## config.mk

```make
export PLATFORM = sky130hd
export DESIGN_NAME = wb_trace_fifo
export DESIGN_NICKNAME = d
export VERILOG_FILES = /design/src/rtl/wb_trace_pkg.sv /design/src/rtl/wb_trace_ptr.sv /design/src/rtl/wb_trace_fifo.sv
export SDC_FILE = /design/constraint.sdc
export NUM_CORES = 1
export LEC_CHECK = 0
export BUFFER_PORTS_ARGS = -buffer_cell sky130_fd_sc_hd__buf_2
export CAP_MARGIN = 20
export CORE_UTILIZATION = 50
export CTS_CLUSTER_SIZE = 8
export DETAILED_ROUTE_END_ITERATION = 6
export PLACE_DENSITY = 0.67
export SETUP_SLACK_MARGIN = 0.2
export SYNTH_ARGS = -nofsm -noshare
export SYNTH_HDL_FRONTEND = slang
export SYNTH_SLANG_ARGS = --single-unit
```

## constraint.sdc

```tcl
create_clock -name clk -period 5.85 [get_ports clk]
set_clock_uncertainty 0.05 [all_clocks]
set_input_delay 0.585 -clock clk [delete_from_list [all_inputs] [get_ports clk]]
set_output_delay 0.585 -clock clk [all_outputs]
set_load 0.01 [all_outputs]
```

## src/rtl/wb_trace_pkg.sv

```systemverilog
// Shared types and constants for the write-back trace FIFO.
// The entry carries a capture timestamp only when WB_TRACE_TSTAMP_EN is defined.
package wb_trace_pkg;
  localparam int DEPTH  = 16;
  localparam int DATA_W = 32;
  localparam int RD_W   = 5;
  localparam int OVF_W  = 16;
  localparam int TS_W   = 32;
  localparam int PTR_W  = $clog2(DEPTH);
  localparam int CNT_W  = PTR_W + 1;

  localparam logic [OVF_W-1:0] OVF_SAT = '1;

  typedef struct packed {
    logic [RD_W-1:0]   rd;
    logic [DATA_W-1:0] data;
`ifdef WB_TRACE_TSTAMP_EN
    logic [TS_W-1:0]   tstamp;
`endif
  } wb_trace_entry_t;

  // The drop counter sticks at all-ones so a reader never sees a small, wrapped value.
  function automatic logic [OVF_W-1:0] ovf_inc(input logic [OVF_W-1:0] cnt);
    return (cnt == OVF_SAT) ? cnt : cnt + OVF_W'(1);
  endfunction
endpackage

```

## src/rtl/wb_trace_ptr.sv

```systemverilog
// Read/write pointers and occupancy for a power-of-two FIFO; pointers wrap naturally.
// Count and flags are registered from the next-state count; no input-to-flag path.
module wb_trace_ptr #(
  parameter int  DEPTH = 16,
  localparam int PW    = $clog2(DEPTH),
  localparam int CW    = PW + 1
) (
  input  logic          clk,
  input  logic          reset,
  input  logic          i_push,
  input  logic          i_pop,
  output logic [PW-1:0] o_wr_ptr,
  output logic [PW-1:0] o_rd_ptr,
  output logic [CW-1:0] o_count,
  output logic          o_full,
  output logic          o_empty
);
  logic [PW-1:0] r_wr_ptr;
  logic [PW-1:0] r_rd_ptr;
  logic [CW-1:0] r_count;
  logic          r_full;
  logic          r_empty;
  logic [CW-1:0] w_cnt_nxt;

  assign w_cnt_nxt = r_count + CW'(i_push) - CW'(i_pop);

  always_ff @(posedge clk or negedge reset) begin
    if (!reset) begin
      r_wr_ptr <= '0;
      r_rd_ptr <= '0;
      r_count  <= '0;
      r_full   <= 1'b0;
      r_empty  <= 1'b1;
    end else begin
      if (i_push) r_wr_ptr <= r_wr_ptr + PW'(1);
      if (i_pop)  r_rd_ptr <= r_rd_ptr + PW'(1);
      r_count <= w_cnt_nxt;
      r_full  <= (w_cnt_nxt == CW'(DEPTH));
      r_empty <= (w_cnt_nxt == '0);
    end
  end

  assign o_wr_ptr = r_wr_ptr;
  assign o_rd_ptr = r_rd_ptr;
  assign o_count  = r_count;
  assign o_full   = r_full;
  assign o_empty  = r_empty;
endmodule

```

## src/rtl/wb_trace_fifo.sv

```systemverilog
// FWFT trace FIFO of retired register writes (x0 ignored); push visible at head one cycle later.
// Captures arriving while full with no pop are dropped and counted; WB_TRACE_TSTAMP_EN adds cycle stamps.
module wb_trace_fifo
  import wb_trace_pkg::*;
(
  input  logic              clk,
  input  logic              reset,
  input  logic              wb_valid,
  input  logic [RD_W-1:0]   wb_rd,
  input  logic [DATA_W-1:0] wb_data,
  output logic              out_valid,
  input  logic              out_ready,
  output logic [RD_W-1:0]   out_rd,
  output logic [DATA_W-1:0] out_data,
`ifdef WB_TRACE_TSTAMP_EN
  output logic [TS_W-1:0]   out_tstamp,
`endif
  output logic [CNT_W-1:0]  fifo_count,
  output logic              full,
  output logic              empty,
  output logic [OVF_W-1:0]  ovf_count
);
  wb_trace_entry_t r_mem [DEPTH];
  logic [OVF_W-1:0] r_ovf_count;
  logic [PTR_W-1:0] w_wr_ptr;
  logic [PTR_W-1:0] w_rd_ptr;
  logic             w_cap;
  logic             w_pop;
  logic             w_push;
  logic             w_drop;
  wb_trace_entry_t  w_wr_entry;
  wb_trace_entry_t  w_head;

  // A pop frees the slot this same edge, so a full FIFO can still accept.
  assign w_cap  = wb_valid && (wb_rd != '0);
  assign w_pop  = out_valid && out_ready;
  assign w_push = w_cap && (!full || w_pop);
  assign w_drop = w_cap && full && !w_pop;

  wb_trace_ptr #(.DEPTH(DEPTH)) u_ptr (
    .clk      (clk),
    .reset    (reset),
    .i_push   (w_push),
    .i_pop    (w_pop),
    .o_wr_ptr (w_wr_ptr),
    .o_rd_ptr (w_rd_ptr),
    .o_count  (fifo_count),
    .o_full   (full),
    .o_empty  (empty)
  );

`ifdef WB_TRACE_TSTAMP_EN
  logic [TS_W-1:0] r_tstamp;

  always_ff @(posedge clk or negedge reset) begin
    if (!reset) r_tstamp <= '0;
    else        r_tstamp <= r_tstamp + TS_W'(1);
  end
`endif

  always_comb begin
    w_wr_entry      = '0;
    w_wr_entry.rd   = wb_rd;
    w_wr_entry.data = wb_data;
`ifdef WB_TRACE_TSTAMP_EN
    w_wr_entry.tstamp = r_tstamp;
`endif
  end

  always_ff @(posedge clk) begin
    if (w_push) r_mem[w_wr_ptr] <= w_wr_entry;
  end

  always_ff @(posedge clk or negedge reset) begin
    if (!reset)      r_ovf_count <= '0;
    else if (w_drop) r_ovf_count <= ovf_inc(r_ovf_count);
  end

  assign w_head    = r_mem[w_rd_ptr];
  assign out_valid = !empty;
  assign out_rd    = w_head.rd;
  assign out_data  = w_head.data;
`ifdef WB_TRACE_TSTAMP_EN
  assign out_tstamp = w_head.tstamp;
`endif
  assign ovf_count = r_ovf_count;
endmodule

```

==> impl_metrics.ini <==
[layout]
final_cell_mix = edfxtp_1 (592), mux2i_1 (111), buf_2 (101), clkbuf_16 (88), o21ai_0 (75)
drive_gt1_frac = 0.259
final_common_cell = edfxtp_1
fin_nets = 1467
area_growth_pct = 15.4

[synth]
seq_area_frac_synth = 0.764
synthAdderAreaFrac = 0.00650
synth_top_family_by_area = multiplexers
async_flop_share = 0.0498
syn_area_per_cell_um2 = 19.4
synth_nets = 1305
yosysWarnings = 0
synth_edf_count = 592
yosys.area_share.simple = 0.0206
synth_cells = 1252
synth_area_mm2 = 0.0243
synth_cell_types = 40
synth-compound-area-share = 0.0507
ys_ff_latch = 623
synth_top_flop_cell = edfxtp_1
synthMuxAreaShare = 0.133
synth_xor_area_frac = 0.00866

[timing]
setup_tns_ps = 0
post-route-period-util = 0.727
setup_violations = 0
clock.fmax_ghz = 0.235
slew_viol_final = 0
hold_violations = 0
tightestPinTransition_ps = 1020
slew_headroom = 0.318
rsz0062_at_grt = no
period_needed_ps = 4250

[setup_path]
slowest_delay_ps = 820
critPathLaunchType = flip-flop
path_cells = buf_4, nand2_1, buf_4, o21ai_0, a21oi_1, o21ai_0, nand2_1, buf_2
reg2reg_depth = 6
slowest_stage = dfrtp_2
end_kind = output port
crit_buf_inv = 3
path_class = flip-flop to output port
critPathRequiredTime_ps = 5220
arrival_ps = 3620
critPathMaxFanout = 27
crit_family = buffers and inverters
cp.depth = 8

[min_path]
hold_path_depth = 1
hp-class = input pin to flip-flop

[global_route]
antenna_found_initial = 1
overflow = 0
grtUsageTotal = 0.211
grt_pass1_vias = 12800
grt_pass1_wl_um = 77500
grt_max_degree = 54

[routing]
first_pass_iters = 5
drc_errors = 0
wl_per_cell_um = 24.7
num_vias = 12200
drt_iter0_drc = 970
vias_per_cell = 5.94
wirelength_um = 50700
ant_nets = 0

[clock_tree]
clkLatencyLatePin_ps = 610
ctsHoldBuffers = 1
clock_sinks = 623
cts_buffers = 88
cts_tree = done
postCtsResizedCells = 0
clockRootBuffer = clkbuf_16
cts_max_level = 3
post_cts_buffers = 0
clock_path_buffers = 3
path_clk_slew_ps = 50

[place]
routabilityCongestion = 0.729
dp_hpwl_um = 28300
port_buffers = 101

[floorplan]
rows = 80
start_util = 0.507
die-area_mm2 = 0.0494
top_level_ports = 102
core_mm2 = 0.0478
fp.dieH_um = 222
dieWidth_um = 222

[flow_run]
max_cap_viol_count = 0

[power_and_ir_drop]
p_leak_nw = 9.57
max-vdd-ir-drop_mv = 0.304
power_density_mw_per_mm2 = 503
power_mw = 14.1

[status]
status = completed
[where the power goes]
group	internal, mW	switching (mW)	leakage (nW)
Combinational	1.63	2.24	2.67
Sequential	5.39	0.405	5.74
Clock	2.70	1.73	1.15
Total	9.72	4.37	9.57
[worst paths after layout]
path                                                    start                             to  slack [ps]
worst max-delay path            u_ptr.o_rd_ptr[2]$_DFFE_PN0P_                      out_rd[4]        1600
worst min-delay path                               wb_data[2]          r_mem[1][2]$_DFFE_PP_         310
worst max register to register        u_ptr.o_empty$_DFF_PN1_         r_mem[6][24]$_DFFE_PP_        2240
worst min register to register       ovf_count[6]$_DFFE_PN0P_       ovf_count[6]$_DFFE_PN0P_         440
max in group asynchronous                               reset  u_ptr.o_rd_ptr[0]$_DFFE_PN0P_        4700
min in group asynchronous                               reset      ovf_count[14]$_DFFE_PN0P_         530
[synth_stat cells, types with 2 or more instances]
cell / n / area [um2]
edfxtp_1: 592 / 17800
mux2i_1: 111 / 1110
o21ai_0: 75 / 375
mux4_2: 74 / 1670
nand2_1: 47 / 176
a21oi_1: 39 / 195
mux2_2: 39 / 439
a221oi_1: 37 / 324
a22oi_1: 37 / 278
dfrtp_1: 30 / 751
clkbuf_1: 28 / 105
xnor2_1: 20 / 175
nor2_1: 14 / 52.6
buf_2: 11 / 55.1
buf_4: 11 / 82.6
ha_1: 11 / 138
nand4_1: 10 / 62.6
buf_6: 9 / 101
inv_1: 9 / 33.8
buf_1: 6 / 22.5
and3_1: 5 / 31.3
nand3_1: 5 / 25.0
nor2b_1: 4 / 25.0
nor3_1: 4 / 20.0
xor2_1: 4 / 35.0
and2_1: 3 / 18.8
a21o_1: 2 / 15.0
and4_1: 2 / 17.5
nand2b_1: 2 / 12.5
[registers in the layout, indices dropped and copies added, names as in the netlist]
name	flops
r_mem	592
u_ptr.o_wr_ptr	4
u_ptr.o_rd_ptr	4
u_ptr.o_empty	1
u_ptr.o_count	5
ovf_count	16
u_ptr.o_full	1
[through the flow]
| step | worst slack [ps] | instance area, um2 | instances | utilization | hold WS, ps |
|---|---|---|---|---|---|
| CTS | 1470 | 28000 | 2053 | 0.584 | 273 |
| global placement | 1990 | 25600 | 1936 | 0.535 | 430 |
| global route | 1300 | 28000 | 2055 | 0.585 | 284 |
| detailed placement | 1870 | 25600 | 1936 | 0.535 | 427 |
| floorplan | 1370 | 24300 | 1252 | - | 239 |
| finish | 1600 | 28000 | 2056 | 0.585 | 306 |
[per-layer routing]
layer  wire length [um]  vias to the layer above  track usage
met3               2720                       87       0.0419
li1                   -                     5409            -
met5                  0                        -            0
met4               1200                        0       0.0701
met1              21500                     6340        0.278
met2              25300                      373        0.352
[logic make-up after synthesis]
kind of cell | Yosys count
flops | 623
mux | 224
compound gates | 193
simple gates | 102
buf+inv | 74
xor+xnor | 24
fa+ha+maj | 12
[layout make-up]
type                       count  area [um2]
fill                        3464       19800
sequential                   623       18600
multi-input combinational    555        5430
clock buffer                 108        2280
timing repair buffer         137         828
tap                          615         769
clock inverter                 8        98.8
inverter                       9        33.8
antenna                        1        2.50
(Power assumes the default switching activity.)
